==> src/rtl/i2c_slave_addr_matcher.sv <==
// I2C slave front end: glitch-filtered SDA/SCL, START/rSTART/STOP pulses and
// address-phase decode against NUM_ADDR programmable 7/10-bit slots.

module i2c_line_filter #(
  parameter int FILTER_LEN = 3
) (
  input  logic clk,
  input  logic n_rst,
  input  logic line_i,
  output logic filt_o
);
  logic [1:0]            sync_q;
  logic [FILTER_LEN-1:0] sr_q, sr_d;
  logic                  filt_q, filt_d;

  generate
    if (FILTER_LEN == 1) begin : g_one
      assign sr_d = sync_q[1];
    end else begin : g_many
      assign sr_d = {sr_q[FILTER_LEN-2:0], sync_q[1]};
    end
  endgenerate

  // Output only moves once every stage agrees; mixed history holds the old value.
  always_comb begin
    filt_d = filt_q;
    if (&sr_q)       filt_d = 1'b1;
    else if (~|sr_q) filt_d = 1'b0;
  end

  always_ff @(posedge clk or negedge n_rst) begin
    if (!n_rst) begin
      sync_q <= '1;
      sr_q   <= '1;
      filt_q <= 1'b1;
    end else begin
      sync_q <= {sync_q[0], line_i};
      sr_q   <= sr_d;
      filt_q <= filt_d;
    end
  end

  assign filt_o = filt_q;
endmodule

module i2c_addr_slot (
  input  logic [9:0] addr_i,
  input  logic       mode_i,
  input  logic       en_i,
  input  logic [7:0] rx_i,
  input  logic       cand_i,
  output logic       hit7_o,
  output logic       hdr_o,
  output logic       hi_o,
  output logic       lo_o
);
  assign hit7_o = en_i & ~mode_i & (addr_i[6:0] == rx_i[7:1]);
  assign hi_o   = (addr_i[9:8] == rx_i[2:1]);
  assign hdr_o  = en_i & mode_i & hi_o;
  assign lo_o   = cand_i & (addr_i[7:0] == rx_i);
endmodule

module i2c_slave_addr_matcher #(
  parameter  int NUM_ADDR   = 2,
  parameter  int FILTER_LEN = 3,
  parameter  int GCALL_EN   = 1,
  localparam int IDX_W      = (NUM_ADDR > 1) ? $clog2(NUM_ADDR) : 1
) (
  input  logic                   clk,
  input  logic                   n_rst,
  input  logic                   SDA_sync,
  input  logic                   SCL_sync,
  input  logic [7:0]             rx_data,
  input  logic                   byte_valid,
  input  logic [10*NUM_ADDR-1:0] bus_address,
  input  logic [NUM_ADDR-1:0]    address_mode,
  input  logic [NUM_ADDR-1:0]    addr_enable,
  output logic                   start,
  output logic                   rstart,
  output logic                   stop,
  output logic                   bus_busy,
  output logic                   rw_mode,
  output logic                   addr_done,
  output logic                   match_hit,
  output logic [IDX_W-1:0]       match_idx,
  output logic                   gcall
);
  localparam logic [2:0] S_IDLE   = 3'd0;
  localparam logic [2:0] S_ADDR1  = 3'd1;
  localparam logic [2:0] S_ADDR2  = 3'd2;
  localparam logic [2:0] S_ACTIVE = 3'd3;
  localparam logic [2:0] S_IGNORE = 3'd4;

  logic [1:0] line_in, line_f;
  logic       sda_f, scl_f, sda_prev_q, scl_prev_q;
  logic       start_det, stop_det;
  logic       start_q, rstart_q, stop_q, busy_q;

  assign line_in = {SCL_sync, SDA_sync};

  generate
    for (genvar l = 0; l < 2; l++) begin : g_filt
      i2c_line_filter #(.FILTER_LEN(FILTER_LEN)) u_filt (
        .clk    (clk),
        .n_rst  (n_rst),
        .line_i (line_in[l]),
        .filt_o (line_f[l])
      );
    end
  endgenerate

  assign sda_f     = line_f[0];
  assign scl_f     = line_f[1];
  assign start_det = scl_f & scl_prev_q & sda_prev_q & ~sda_f;
  assign stop_det  = scl_f & scl_prev_q & ~sda_prev_q & sda_f;

  always_ff @(posedge clk or negedge n_rst) begin
    if (!n_rst) begin
      sda_prev_q <= 1'b1;
      scl_prev_q <= 1'b1;
      start_q    <= 1'b0;
      rstart_q   <= 1'b0;
      stop_q     <= 1'b0;
      busy_q     <= 1'b0;
    end else begin
      sda_prev_q <= sda_f;
      scl_prev_q <= scl_f;
      start_q    <= start_det;
      rstart_q   <= start_det & busy_q;
      stop_q     <= stop_det;
      if (start_det)     busy_q <= 1'b1;
      else if (stop_det) busy_q <= 1'b0;
    end
  end

  // Per-slot comparators
  logic [NUM_ADDR-1:0] hit7, hdr, hi, lo, cand_q, cand_d;

  generate
    for (genvar i = 0; i < NUM_ADDR; i++) begin : g_slot
      i2c_addr_slot u_slot (
        .addr_i (bus_address[10*i +: 10]),
        .mode_i (address_mode[i]),
        .en_i   (addr_enable[i]),
        .rx_i   (rx_data),
        .cand_i (cand_q[i]),
        .hit7_o (hit7[i]),
        .hdr_o  (hdr[i]),
        .hi_o   (hi[i]),
        .lo_o   (lo[i])
      );
    end
  endgenerate

  logic [IDX_W-1:0] idx7, idx_lo, rem_idx_q, rem_idx_d;
  logic             rem_vld_q, rem_vld_d, rem_hi;

  // Descending scan so the lowest matching index is the one left standing.
  always_comb begin
    idx7   = '0;
    idx_lo = '0;
    rem_hi = 1'b0;
    for (int i = NUM_ADDR - 1; i >= 0; i--) begin
      if (hit7[i]) idx7 = IDX_W'(i);
      if (lo[i])   idx_lo = IDX_W'(i);
      if (rem_idx_q == IDX_W'(i)) rem_hi = hi[i];
    end
  end

  logic [2:0]       state_q, state_d;
  logic             done_q, done_d, hit_q, hit_d, gcall_q, gcall_d, rw_q, rw_d;
  logic [IDX_W-1:0] idx_q, idx_d;
  logic             is_hdr;

  assign is_hdr = (rx_data[7:3] == 5'b11110);

  always_comb begin
    state_d   = state_q;
    done_d    = 1'b0;
    hit_d     = hit_q;
    idx_d     = idx_q;
    gcall_d   = gcall_q;
    rw_d      = rw_q;
    cand_d    = cand_q;
    rem_vld_d = rem_vld_q;
    rem_idx_d = rem_idx_q;
    if (stop_q) begin
      state_d   = S_IDLE;
      hit_d     = 1'b0;
      gcall_d   = 1'b0;
      rem_vld_d = 1'b0;
    end else if (start_q) begin
      state_d = S_ADDR1;
      hit_d   = 1'b0;
      gcall_d = 1'b0;
    end else if (byte_valid) begin
      case (state_q)
        S_ADDR1: begin
          rw_d   = rx_data[0];
          done_d = 1'b1;
          if ((GCALL_EN != 0) && (rx_data == 8'h00)) begin
            gcall_d   = 1'b1;
            hit_d     = 1'b1;
            idx_d     = '0;
            rem_vld_d = 1'b0;
            state_d   = S_ACTIVE;
          end else if (|hit7) begin
            hit_d     = 1'b1;
            idx_d     = idx7;
            rem_vld_d = 1'b0;
            state_d   = S_ACTIVE;
          end else if (is_hdr && !rx_data[0] && (|hdr)) begin
            // 10-bit write header: resolution waits for the low address byte
            done_d    = 1'b0;
            cand_d    = hdr;
            rem_vld_d = 1'b0;
            state_d   = S_ADDR2;
          end else if (is_hdr && rx_data[0] && rem_vld_q && rem_hi) begin
            hit_d   = 1'b1;
            idx_d   = rem_idx_q;
            state_d = S_ACTIVE;
          end else begin
            hit_d     = 1'b0;
            idx_d     = '0;
            rem_vld_d = 1'b0;
            state_d   = S_IGNORE;
          end
        end
        S_ADDR2: begin
          done_d = 1'b1;
          if (|lo) begin
            hit_d     = 1'b1;
            idx_d     = idx_lo;
            rem_vld_d = 1'b1;
            rem_idx_d = idx_lo;
            state_d   = S_ACTIVE;
          end else begin
            hit_d     = 1'b0;
            idx_d     = '0;
            rem_vld_d = 1'b0;
            state_d   = S_IGNORE;
          end
        end
        default: ;
      endcase
    end
  end

  always_ff @(posedge clk or negedge n_rst) begin
    if (!n_rst) begin
      state_q   <= S_IDLE;
      done_q    <= 1'b0;
      hit_q     <= 1'b0;
      idx_q     <= '0;
      gcall_q   <= 1'b0;
      rw_q      <= 1'b0;
      cand_q    <= '0;
      rem_vld_q <= 1'b0;
      rem_idx_q <= '0;
    end else begin
      state_q   <= state_d;
      done_q    <= done_d;
      hit_q     <= hit_d;
      idx_q     <= idx_d;
      gcall_q   <= gcall_d;
      rw_q      <= rw_d;
      cand_q    <= cand_d;
      rem_vld_q <= rem_vld_d;
      rem_idx_q <= rem_idx_d;
    end
  end

  assign start     = start_q;
  assign rstart    = rstart_q;
  assign stop      = stop_q;
  assign bus_busy  = busy_q;
  assign rw_mode   = rw_q;
  assign addr_done = done_q;
  assign match_hit = hit_q;
  assign match_idx = idx_q;
  assign gcall     = gcall_q;
endmodule

==> config.mk <==
export PLATFORM = sky130hd
export DESIGN_NAME = i2c_slave_addr_matcher
export DESIGN_NICKNAME = d
export VERILOG_FILES = /design/src/rtl/i2c_slave_addr_matcher.sv
export SDC_FILE = /design/constraint.sdc
export NUM_CORES = 1
export LEC_CHECK = 0
export ABC_AREA = 1
export ABC_CLOCK_PERIOD_IN_PS = 1300
export CELL_PAD_IN_SITES_DETAIL_PLACEMENT = 1
export CELL_PAD_IN_SITES_GLOBAL_PLACEMENT = 1
export CORE_ASPECT_RATIO = 1.2
export CORE_MARGIN = 2
export CORE_UTILIZATION = 32
export CTS_CLUSTER_SIZE = 30
export DETAILED_ROUTE_END_ITERATION = 7
export HOLD_SLACK_MARGIN = 0.12
export PLACE_DENSITY = 0.87
export SLEW_MARGIN = 0
export SYNTH_ARGS = -nofsm -noshare
export SYNTH_HDL_FRONTEND = slang
export SYNTH_SLANG_ARGS = --single-unit
==> constraint.sdc <==
create_clock -name clk -period 1.3 [get_ports clk]
set_input_delay 0.325 -clock clk [delete_from_list [all_inputs] [get_ports clk]]
set_output_delay 0.325 -clock clk [all_outputs]
set_load 0.05 [all_outputs]
Word-level counts from Yosys, hierarchy flattened --
Index checks and enable logic that the tools add are counted.
Operators by class: eq/ne operators 15, multiplexer cells 55, bitwise operators 24, reduce and logical (&&, ||, !) cells 30
Operators by type and width (count):
- two-way mux 1 bit | 42
- two-way mux 3 bit | 8
- AND 1 bit | 16
- == test 8 bit | 2
- == test 7 bit | 2
- inequality test 6 bit, second input constant | 2
- AND reduction 3 bit | 4
- nonzero test 3 bit | 4
- AND reduction 5 bit | 2
- logical NOT 8 bit | 1
- NOT 1 bit | 8
- one-hot mux 1 bit (2 select lines) | 4
- AND reduction 4 bit | 2
- AND reduction 7 bit | 1
- inequality test 2 x 1 -> 1 bit, second input constant | 3
- one-hot mux 3 bit (2 select lines) | 1
- nonzero test 2 bit | 3
- OR reduction 2 bit | 3
- OR reduction 3 bit | 2
- == test 5 bit, second input constant | 1
- logical AND 1 bit | 5
- == test 2 bit | 2
- inequality test 4 bit, second input constant | 1
- nonzero test 4 bit | 1
- 4 further kinds | 4
Word-level totals: bits in registers 30, input bits 37, output and inout bits 9

Logic depth before layout (Yosys ltp) --
depth after elaboration 12, depth in mapped cells 15, mapped depth without buffers 14

Cells and area by module --
Synthesis repeated with hierarchy kept, for this count alone.
Second synthesis, totals: cell total of the unflattened synthesis 276, area total of the unflattened synthesis 1913.1 um2
By module, submodules not included:
- i2c_slave_addr_matcher | times used 1, cells each 126, area an instance 977.2 um2, sequential area each 452.9 um2
- i2c_addr_slot | times used 2, cells each 61, area an instance 279.0 um2, sequential area each 0.0 um2
- i2c_line_filter | times used 2, cells each 14, area an instance 188.9 um2, sequential area each 157.7 um2

Worst setup path after synthesis --
No wires, ideal clock.
path kind register -> register, start reg start_q (netlist: start), end reg idx_q (netlist: match_idx), library setup time 0.118 ns, arrival 1.341 ns, required time 1.182 ns, path slack -0.158 ns, stages on the path, launching flop included 7, cells stage by stage dfrtp_1 -> nor2_1 -> inv_1 -> nor2_1 -> nand2_2 -> nand2_1 -> nand2_1
On the way: word-level cells in the longest chain between the ends 2
RTL lines:
- start: declaration | RTL line 97 | logic start_q, rstart_q, stop_q, busy_q;
- start signal: assignment | RTL line 128 | start_q <= start_det;
- NOT 1 bit (no source line)
- AND reduction 5 bit (no source line)
- end signal: assignment | RTL line 264 | idx_q <= idx_d;
- end: declaration | RTL line 172 | logic [IDX_W-1:0] idx_q, idx_d;
Every way passes these cells. A chain may end at the register's enable or synchronous reset.

Worst setup path after layout --
start reg rem_vld_q, end reg state_q[0]
On the way: word-level cells in the longest chain between the ends 10
RTL lines:
- start: declaration | RTL line 156 | logic rem_vld_q, rem_vld_d, rem_hi;
- start signal: assignment | RTL line 268 | rem_vld_q <= rem_vld_d;
- logical AND 1 bit (2 in a row) | RTL line 218 | end else if (is_hdr && rx_data[0] && rem_vld_q && rem_hi) begin
- two-way mux 3 bit | RTL line 218
- two-way mux 3 bit | RTL line 212 | end else if (is_hdr && !rx_data[0] && (|hdr)) begin
- two-way mux 3 bit | RTL line 207 | end else if (|hit7) begin
- two-way mux 3 bit | RTL line 201 | if ((GCALL_EN != 0) && (rx_data == 8'h00)) begin
- one-hot mux 3 bit (2 select lines) | RTL line 197 | case (state_q)
- two-way mux 3 bit | RTL line 196 | end else if (byte_valid) begin
- two-way mux 3 bit | RTL line 192 | end else if (start_q) begin
- two-way mux 3 bit | RTL line 187 | if (stop_q) begin
- end signal: assignment | RTL line 261 | state_q <= state_d;
- end: declaration | RTL line 170 | logic [2:0] state_q, state_d;
Every way passes these cells. The select of a mux whose other input is x is not followed.

==> impl_metrics.json <==
{
  "synthMostInstantiatedCell": "nand2_1",
  "yosys-top-cells-area": "nand2_1, dfrtp_1, dfstp_2, inv_1, nand3_1",
  "postSynth.asyncResetShare_pct": 100,
  "dieWidth_um": 77.7,
  "hp-class": "flip-flop to flip-flop",
  "via_per_inst": 5.20,
  "worst_slack_ps": -238,
  "layout-drive-gt1-share_pct": 46.3,
  "die_h_um": 92.4,
  "synth_top_family_by_area": "simple AND/OR/NAND/NOR gates",
  "ant_nets": 0,
  "cp_slowest_cell": "dfrtp_1",
  "routabilityCongestion": 1.01,
  "finalCritPeriodShare_pct": 118,
  "clk_latency_ps": 290,
  "clock.fmax_ghz": 0.650,
  "grt_first_pass_wirelength_mm": 13.3,
  "wirelength_mm": 9.02,
  "htree_levels": 2,
  "crit_path_end_kind": "flip-flop",
  "initial_utilization_pct": 32.7,
  "ctsHoldBuffers": 0,
  "setup_tns_ps": -1790,
  "p_leak_uw": 0.00169,
  "syn_nets": 353,
  "track_usage_pct": 23.6,
  "dieArea_sq_mm": 0.00717,
  "synthMuxAreaShare_pct": 0,
  "arrival_ps": 1770,
  "place.port_buffers": 45,
  "area_growth_pct": 65.2,
  "cts_tree": "built",
  "peakVddDrop_mv": 0.795,
  "drt_iter0_markers": 97,
  "critPathMaxFanout": 3,
  "rsz0062_at_grt": "yes",
  "worstSetupStartpointType": "flip-flop",
  "ys_seq_area_share_pct": 36.9,
  "drtPass1Iterations": 5,
  "slew-limit-headroom_pct": 81.3,
  "synth_compound_area_share_pct": 4.14,
  "critPathKind": "flip-flop to flip-flop",
  "coreArea_sq_mm": 0.00637,
  "finClkSkew_ps": 7.95,
  "crit_chain": "nand2_1 -> nor3_4 -> nand3_1 -> nand4_1 -> nand2_1 -> nand2_1 -> nand2_1 -> nand2_1",
  "hold_ws_ps": 357,
  "drv_cap": 0,
  "power_per_cell_area_mw_per_mm2": 938,
  "synth_fa_ha_area_share_pct": 0,
  "finalMaxSlewViolations": 0,
  "numCtsBuffers": 5,
  "cts_buffer_depth": 2,
  "status": "complete, but fails checks",
  "cts.sinks": 30,
  "remaining_drc_errors": 0,
  "synth_cell_types": 27,
  "yosys.area_share.xor_xnor_pct": 3.78,
  "wl_per_cell_um": 18.2,
  "worst_slew_pin_slew_ps": 279,
  "fin_nets": 446,
  "syn_avg_cell_area_sq_um": 6.59,
  "fillCellCount": 800,
  "synth.largest_area_cell": "nand2_1",
  "crit_top_cell": "nand2_1",
  "hpwl_mm": 6.01,
  "grt_max_degree": 31,
  "synth_edf_count": 0,
  "violations": "negative setup slack",
  "multi_input_area_sq_mm": 0.00144,
  "ctsRootBufferMaster": "clkbuf_8",
  "setup_viol": 14,
  "num_vias": 2575,
  "grt_pass1_vias": 2798,
  "antenna_found_initial": 0,
  "rows": 32,
  "ys_warn_count": 0,
  "antenna_cells": 0,
  "syn-cell-area_sq_mm": 0.00208,
  "cp_data_required_time_ps": 1530,
  "path_clk_slew_ps": 70,
  "netlist.area_leader.share_pct": 21.4,
  "seqCellArea_sq_um": 772,
  "synthCells": 316,
  "gr-total-overflow": 0,
  "critical-path-max-stage-delay_ps": 390,
  "finalHoldViolations": 0,
  "layout_min_cycle_time_ps": 1540,
  "post-place-ws_ps": -877,
  "synthFlopType": "dfrtp_1",
  "synth-seq-cells": 30,
  "post-route-util_pct": 54.1,
  "synthTopCellsByCount": "nand2_1, inv_1, nor2_1, nand3_1, dfrtp_1",
  "synthSimpleGateAreaFrac_pct": 45.6,
  "ioPinCount": 46
}
## area by class of cell
type,instances,share of cell area (%)
tap,85,3.09
multi-input combinational,239,41.8
sequential,30,22.4
inverter,44,5.53
clock buffer,6,2.11
clock inverter,2,0.291
timing repair buffer,89,24.8
## critical path: cells and delay by family, from the launching register on
| kind | cells | cell delay [ps] |
|---|---|---|
| DFF | 1 | 390 |
| and+or+nand+nor | 8 | 1100 |
## where the power goes
group | switching (uW) | internal (uW) | leakage (uW) | total (uW)
Combinational | 741 | 571 | 0.00128 | 1310
Sequential | 117 | 1070 | 0.000362 | 1190
Clock | 362 | 370 | 0.0000450 | 732
## state kept, by name, summed over array words and instances, names as in the netlist, 2 cells and up
name	count
g_filt.u_filt.sr_q	6
g_filt.u_filt.sync_q	4
g_filt.u_filt.filt_o	2
cand_q	2
state_q	3
## final timing paths
kind | startpoint | end | slack [ps] | cells past startpoint
hold / removal | g_filt[0].u_filt.sync_q[1]$_DFF_PN1_ | g_filt[0].u_filt.sr_q[0]$_DFF_PN1_ | 360 | 0
setup / recovery | rem_vld_q$_DFFE_PN0P_ | state_q[0]$_DFFE_PN0P_ | -240 | 8
setup reg to reg | rem_vld_q$_DFFE_PN0P_ | state_q[0]$_DFFE_PN0P_ | -240 | 8
hold reg to reg | g_filt[0].u_filt.sync_q[1]$_DFF_PN1_ | g_filt[0].u_filt.sr_q[0]$_DFF_PN1_ | 360 | 0
min in group asynchronous | n_rst | match_hit$_DFFE_PN0P_ | 400 | 2
max in group asynchronous | n_rst | g_filt[1].u_filt.filt_o$_DFFE_PN1P_ | 660 | 2
## what timing repair did
| item | in CTS | in global routing |
|---|---|---|
| setup buffers | 12 | 6 |
| pin swaps | 53 | 27 |
| setup endpoints to repair | 14 | 14 |
| gates resized for setup | 165 | 45 |
## through the flow
step | std cells | instance area (sq um) | power, uW
2_1_floorplan | 316 | 2150 | 1690
3_3_place_gp | 473 | 3020 | 2230
3_5_place_dp | 473 | 3020 | 2280
4_1_cts | 490 | 3260 | 3080
5_1_grt | 495 | 3440 | 3370
6_report | 495 | 3440 | 3230
## per-layer routing
metal	global-route usage, %	vias up	wire [um]	share of wire (%)
li1	-	1179	-	-
met3	3.90	45	364	4.0
met2	44.5	100	4910	54
met1	24.3	1251	3280	36
met5	0	-	0	0
met4	13.5	0	467	5.2
## cells in the final DEF (no fill, tap or decap), types with 4 or more instances in the layout
| master | n |
|---|---|
| inv_4 | 4 |
| dfstp_2 | 14 |
| clkdlybuf4s50_1 | 4 |
| buf_12 | 10 |
| inv_2 | 11 |
| nor2_4 | 8 |
| buf_2 | 12 |
| nand4_1 | 12 |
| nor3_4 | 4 |
| nand3_1 | 17 |
| inv_1 | 27 |
| buf_6 | 13 |
| nand3_2 | 9 |
| nand2_1 | 94 |
| clkbuf_8 | 5 |
| nand2_2 | 25 |
| buf_4 | 36 |
| o21ai_1 | 8 |
| dlygate4sd2_1 | 5 |
| nor2_1 | 21 |
| nor2_2 | 8 |
| dfrtp_1 | 13 |
| clkdlybuf4s15_2 | 6 |
## logic make-up after synthesis
kind of cell,after synthesis
AND/OR/NAND/NOR,213
buffers and inverters,47
AO/OA/AOI/OAI,17
XOR/XNOR,9
flip-flops,30
(Power assumes the default switching activity.)
==> patch 1, RTL diff (config.mk and constraints unchanged) <==
`NUM_ADDR`: 2 -> 1.
--- a/src/rtl/i2c_slave_addr_matcher.sv
+++ b/src/rtl/i2c_slave_addr_matcher.sv
@@ -61,7 +61,7 @@
 endmodule
 
 module i2c_slave_addr_matcher #(
-  parameter  int NUM_ADDR   = 2,
+  parameter  int NUM_ADDR   = 1,
   parameter  int FILTER_LEN = 3,
   parameter  int GCALL_EN   = 1,
   localparam int IDX_W      = (NUM_ADDR > 1) ? $clog2(NUM_ADDR) : 1
Ports: changed (resized addr_enable, address_mode and bus_address); port bits go from 46 to 34. No check against the original RTL was run, so the function may have changed too.
==> patch 1 against the unedited design <==
The flow still finishes with violations (negative setup slack). Setup slack gained 220 ps. Sequential cell count shrank 3. Routed wire length shrank 56%. Design area shrank 39%. Die area shrank 30%. Clock skew is essentially flat. Synthesized area shrank 31%. Combinational power shrank 34%. Total power shrank 25%. First-iteration DRC count shrank 63%. Sequential share of layout area grew 11 points. Count of clock-buffer cells in the layout shrank 3. Critical path type is now register to output pin. Largest cell class is now flip-flops and latches. Largest power group is now registers. Highest routed layer unchanged.
==> patch 1: results (changes against the unedited design) <==
outcome = finished, violations left (unchanged)
failing checks = negative setup slack (unchanged)
Detailed Place HPWL = 3050 um (was 6010 um)
synth top area cells = dfstp_2 26%, dfrtp_1 23%, nand2_1 18%, inv_1 8.1%, nor2_1 5.8% (was nand2_1 21%, dfrtp_1 19%, dfstp_2 18%, inv_1 6.5%, nand3_1 6.5%)
hold_ws = 360 ps (was 357 ps)
largest net degree at the start of global routing = 28 (was 31)
top post-synthesis cells by count = 69 x nand2_1, 31 x inv_1, 22 x nor2_1, 14 x dfstp_2, 13 x dfrtp_1 (was 119 x nand2_1, 36 x inv_1, 33 x nor2_1, 27 x nand3_1, 16 x dfrtp_1)
IO buf count = 32 (was 45)
TritonCTS Buffers = 3 (was 5)
CP Max Fanout = 4 (was 3)
flop-to-flop setup slack = 0 ps (was -240 ps)
share of flip-flops with an asynchronous set or reset = 1.00 (unchanged)
Crit path max-delay family = flip-flops (was simple AND/OR/NAND/NOR gates)
Layout fillers = 544 (was 800)
Synth top area share = 0.257 (was 0.214)
routability congestion estimate = 0.844 (was 1.01)
critical path's slowest cell = dfrtp_2 (was dfrtp_1)
synth warn = 0 (unchanged)
number of global-route vias before repair = 1,456 (was 2,798)
Peak VDD IR = 0.000996 V (was 0.000795 V)
R2R Path End = gcall (was state_q[0])
share of layout cells above drive strength 1 = 0.350 (was 0.463)
dpl cell area = 1990 um^2 (was 3020 um^2)
Distinct cells, synth = 24 (was 27)
post-synth net total = 223 (was 353)
Via Count = 1,395 (was 2,575)
top flop regs = g_filt.u_filt.sr_q (6), g_filt.u_filt.sync_q (4), state_q (3) (unchanged)
Total GRT Usage = 0.166 (was 0.236)
commonest non-fill, non-tap cell in the layout = nand2_1 (unchanged)
Int Power = 1.57 mW (was 2.01 mW)
htree depth = 1 (was 2)
register area share after synthesis = 0.484 (was 0.369)
Hold Startpoint = g_filt[1].u_filt.sync_q[0] (was g_filt[0].u_filt.sync_q[1])
final setup margin = -14.5 ps (was -238 ps)
critical path's largest stage delay = 450 ps (was 390 ps)
Critical Path AT = 990 ps (was 1770 ps)
post-synthesis xor/xnor area fraction = 0.00612 (was 0.0378)
worst hold path endpoint = g_filt[1].u_filt.sync_q[1] (was g_filt[0].u_filt.sr_q[0])
Total Nets Final = 269 (was 446)
Syn Inst Count = 198 (was 316)
Compound-Gate Fraction of Synth Area = 0.0577 (was 0.0414)
clock-pin slew on the worst setup and hold paths = 90 ps (was 70 ps)
DR pass1 iterations = 4 (was 5)
Final Non-Filler Cells = 299 (was 495)
first-pass GRT wire length = 6480 um (was 13,300 um)
endpoints failing setup = 1 (was 14)
-- patch 1: cell count changes after synthesis, sizes merged, moves of 3 or more --
cell,delta
nand2,-50
nand3,-16
nor2,-11
o21ai,-9
nand4,-8
xnor2,-8
inv,-7
nor3,-5
nand3b,-4
dfrtp,-3
-- patch 1: power by group through the flow --
stage | Sequential [mW] | Combinational, mW | Clock, mW
final | 1.08 | 0.868 | 0.469
after global routing | 1.09 | 0.943 | 0.518
after CTS | 1.08 | 0.837 | 0.489
after detailed placement | 1.09 | 0.838 | 0
after global placement | 1.09 | 0.823 | 0
after floorplan | 1.21 | 0.275 | 0
-- patch 1: final cells by class --
| class | instances | area [um^2] | share of cell area |
|---|---|---|---|
| inverter | 37 | 139 | 0.0662 |
| sequential | 27 | 696 | 0.332 |
| multi-input combinational | 133 | 678 | 0.323 |
| timing repair buffer | 42 | 468 | 0.223 |
| tap | 56 | 70.1 | 0.0334 |
| clock inverter | 1 | 5.00 | 0.00239 |
| clock buffer | 3 | 41.3 | 0.0197 |
-- patch 1: worst max path at each step --
stage	depth (start not counted)	from	slack, ps	to
floorplan	7	start	60	match_hit
global placement	8	rx_data[5]	-620	match_hit
detailed placement	9	rx_data[5]	-650	match_hit
CTS	2	stop	-20	stop
global route	8	state_q[0]	-70	state_q[1]
finish	2	stop	-10	stop
-- patch 1: through the flow --
stage,TNS [ps],setup WS (ps)
3_5_place_dp,-4700,-654
4_1_cts,-20.1,-20.1
2_1_floorplan,0,60.0
5_1_grt,-325,-68.3
3_3_place_gp,-4510,-625
6_report,-14.5,-14.5
-- patch 1: routing by layer --
| layer | wire [um] | GRT usage | up-vias |
|---|---|---|---|
| met2 | 2110 | 0.301 | 35 |
| li1 | - | - | 690 |
| met3 | 131 | 0.0205 | 8 |
| met5 | 0 | 0 | - |
| met1 | 1630 | 0.190 | 662 |
| met4 | 103 | 0.0771 | 0 |
-- patch 1: logic make-up (layout without fill, tap and decap cells) --
logic type	after synthesis	in the layout
xor+xnor	1	1
simple gates	117	117
compound gates	14	14
buf+inv	38	83
flops	27	27
other cells	1	1
-- patch 1: repair_timing --
action / in CTS / in global routing
gates cloned: 0 / 0
gates resized for setup: 43 / 22
pin swaps: 17 / 8
endpoints found under the setup margin: 10 / 9
endpoints found under the hold margin: 0 / 0
buffers inserted: 1 / 0
==> patch 2, RTL diff (same flow settings) <==
Made on the original files. The output `rstart` loses its register stage (`rstart_q` becomes a continuous assignment).
--- a/src/rtl/i2c_slave_addr_matcher.sv
+++ b/src/rtl/i2c_slave_addr_matcher.sv
@@ -119,19 +119,19 @@
       sda_prev_q <= 1'b1;
       scl_prev_q <= 1'b1;
       start_q    <= 1'b0;
-      rstart_q   <= 1'b0;
       stop_q     <= 1'b0;
       busy_q     <= 1'b0;
     end else begin
       sda_prev_q <= sda_f;
       scl_prev_q <= scl_f;
       start_q    <= start_det;
-      rstart_q   <= start_det & busy_q;
       stop_q     <= stop_det;
       if (start_det)     busy_q <= 1'b1;
       else if (stop_det) busy_q <= 1'b0;
     end
   end
+
+  assign rstart_q = start_det & busy_q;
 
   // Per-slot comparators
   logic [NUM_ADDR-1:0] hit7, hdr, hi, lo, cand_q, cand_d;
Check against the original RTL: same outputs for any inputs over 10 cycles, from zero or initial values and one cycle with n_rst low; that may be too few to reach the edited logic, so the function may still have changed.
==> patch 2 against the unedited design <==
The run still ends with negative setup slack left. Non-clock buffer count up 19. Global-route usage rose by 2.0 points. Count of clock-buffer cells in the layout increased by 1. Final cell count rose by 6.3%. First-iteration DRC count up 51%. Setup slack got worse by 87 ps. Total power is 15% higher. Combinational power up 26%. Synthesized area grew 0.54%. Design area grew 12%. Routed wire length increased by 28%. Sequential cell count is 1 lower.
==> patch 2: results (changes against the unedited design) <==
hold_ws = 346 ps (was 357 ps)
Via Count = 2,864 (was 2,575)
endpoints failing setup = 15 (was 14)
Critical Path AT = 1300 ps (was 1770 ps)
Worst Skew = 17.4 ps (was 7.95 ps)
post-synth net total = 366 (was 353)
met3 Use GR = 0.0273 (was 0.0390)
final setup margin = -325 ps (was -238 ps)
Synth top area share = 0.238 (was 0.214)
register area share after synthesis = 0.355 (was 0.369)
share of layout cells above drive strength 1 = 0.583 (was 0.463)
Detailed Place HPWL = 6210 um (was 6010 um)
final WL = 11,600 um (was 9020 um)
Compound-Gate Fraction of Synth Area = 0.0305 (was 0.0414)
top post-synthesis cells by count = 133 x nand2_1, 39 x inv_1, 35 x nor2_1, 25 x nand3_1, 15 x dfrtp_1 (was 119 x nand2_1, 36 x inv_1, 33 x nor2_1, 27 x nand3_1, 16 x dfrtp_1)
Peak VDD IR = 0.00101 V (was 0.000795 V)
Hold/Removal Path Class = register to register (unchanged)
dpl cell area = 3090 um^2 (was 3020 um^2)
Initial DRC Count = 146 (was 97)
Slew @ Worst Pin = 288 ps (was 279 ps)
Place WS = -813 ps (was -877 ps)
failing checks = negative setup slack (unchanged)
synth top area cells = nand2_1 24%, dfrtp_1 18%, dfstp_2 18%, inv_1 7.0%, nor2_1 6.3% (was nand2_1 21%, dfrtp_1 19%, dfstp_2 18%, inv_1 6.5%, nand3_1 6.5%)
Total GRT Usage = 0.256 (was 0.236)
outcome = finished, violations left (unchanged)
post-synthesis xor/xnor area fraction = 0.0293 (was 0.0378)
Global Route met1 Usage = 0.265 (was 0.243)
routability congestion estimate = 0.931 (was 1.01)
CP Max Fanout = 2 (was 3)
DR pass1 iterations = 4 (was 5)
leakage power = 1.92 nW (was 1.69 nW)
met2 GRT Util = 0.494 (was 0.445)
-- patch 2: cell families (layout without fill, tap and decap cells) --
| logic type | count (synthesis) | count (layout) |
|---|---|---|
| XOR/XNOR | 7 | 7 |
| AO/OA/AOI/OAI | 12 | 12 |
| AND/OR/NAND/NOR | 230 | 230 |
| flip-flops | 29 | 29 |
| buffers and inverters | 51 | 163 |
-- patch 2: where the power goes --
part           switching, mW  internal (mW)
logic                  0.942          0.706
clock network          0.374          0.478
registers              0.148           1.06
total                   1.46           2.24
-- patch 2: stage by stage --
step / setup TNS, ps / cells / total power, mW
floorplan: -142 / 329 / 1.76
global route: -2960 / 526 / 3.85
detailed placement: -8230 / 493 / 2.38
global placement: -7710 / 493 / 2.34
CTS: -563 / 512 / 3.34
finish: -2560 / 526 / 3.71
-- patch 2: timing repair --
| action | in CTS | in global routing |
|---|---|---|
| resized for setup | 177 | 103 |
| setup buffers | 13 | 14 |
| pin swaps | 58 | 59 |
| setup endpoints to repair | 14 | 16 |
-- patch 2: worst paths after layout --
| kind | startpoint | endpoint | slack, ps | cells after the start |
|---|---|---|---|---|
| hold / removal | g_filt[1].u_filt.sync_q[1] | g_filt[1].u_filt.sr_q[0] | 350 | 0 |
| setup reg to reg | state_q[0] | state_q[1] | -250 | 8 |
| setup / recovery | scl_prev_q | rstart | -320 | 3 |
| max in group asynchronous | n_rst | g_filt[1].u_filt.sync_q[1] | 660 | 2 |
| min in group asynchronous | n_rst | stop | 380 | 2 |
| hold reg to reg | g_filt[1].u_filt.sync_q[1] | g_filt[1].u_filt.sr_q[0] | 350 | 0 |
-- patch 2: area by class of cell --
cell class	instances	area [um^2]
sequential	29	749
fill	765	2520
inverter	47	201
clock buffer	7	96.3
clock inverter	1	5.00
multi-input combinational	249	1630
tap	85	106
timing repair buffer	108	1060
-- patch 2: critical path, cell delays in order (launching register included) --
cell and delay, ps:
dfstp_2 550, nand4_1 180, nor2_4 150, buf_12 140
-- patch 2: routing by layer --
| metal | up-vias | share of wire |
|---|---|---|
| met5 | - | 0 |
| met4 | 0 | 0.081 |
| met3 | 70 | 0.046 |
| met2 | 144 | 0.53 |
| met1 | 1397 | 0.35 |
| li1 | 1253 | - |
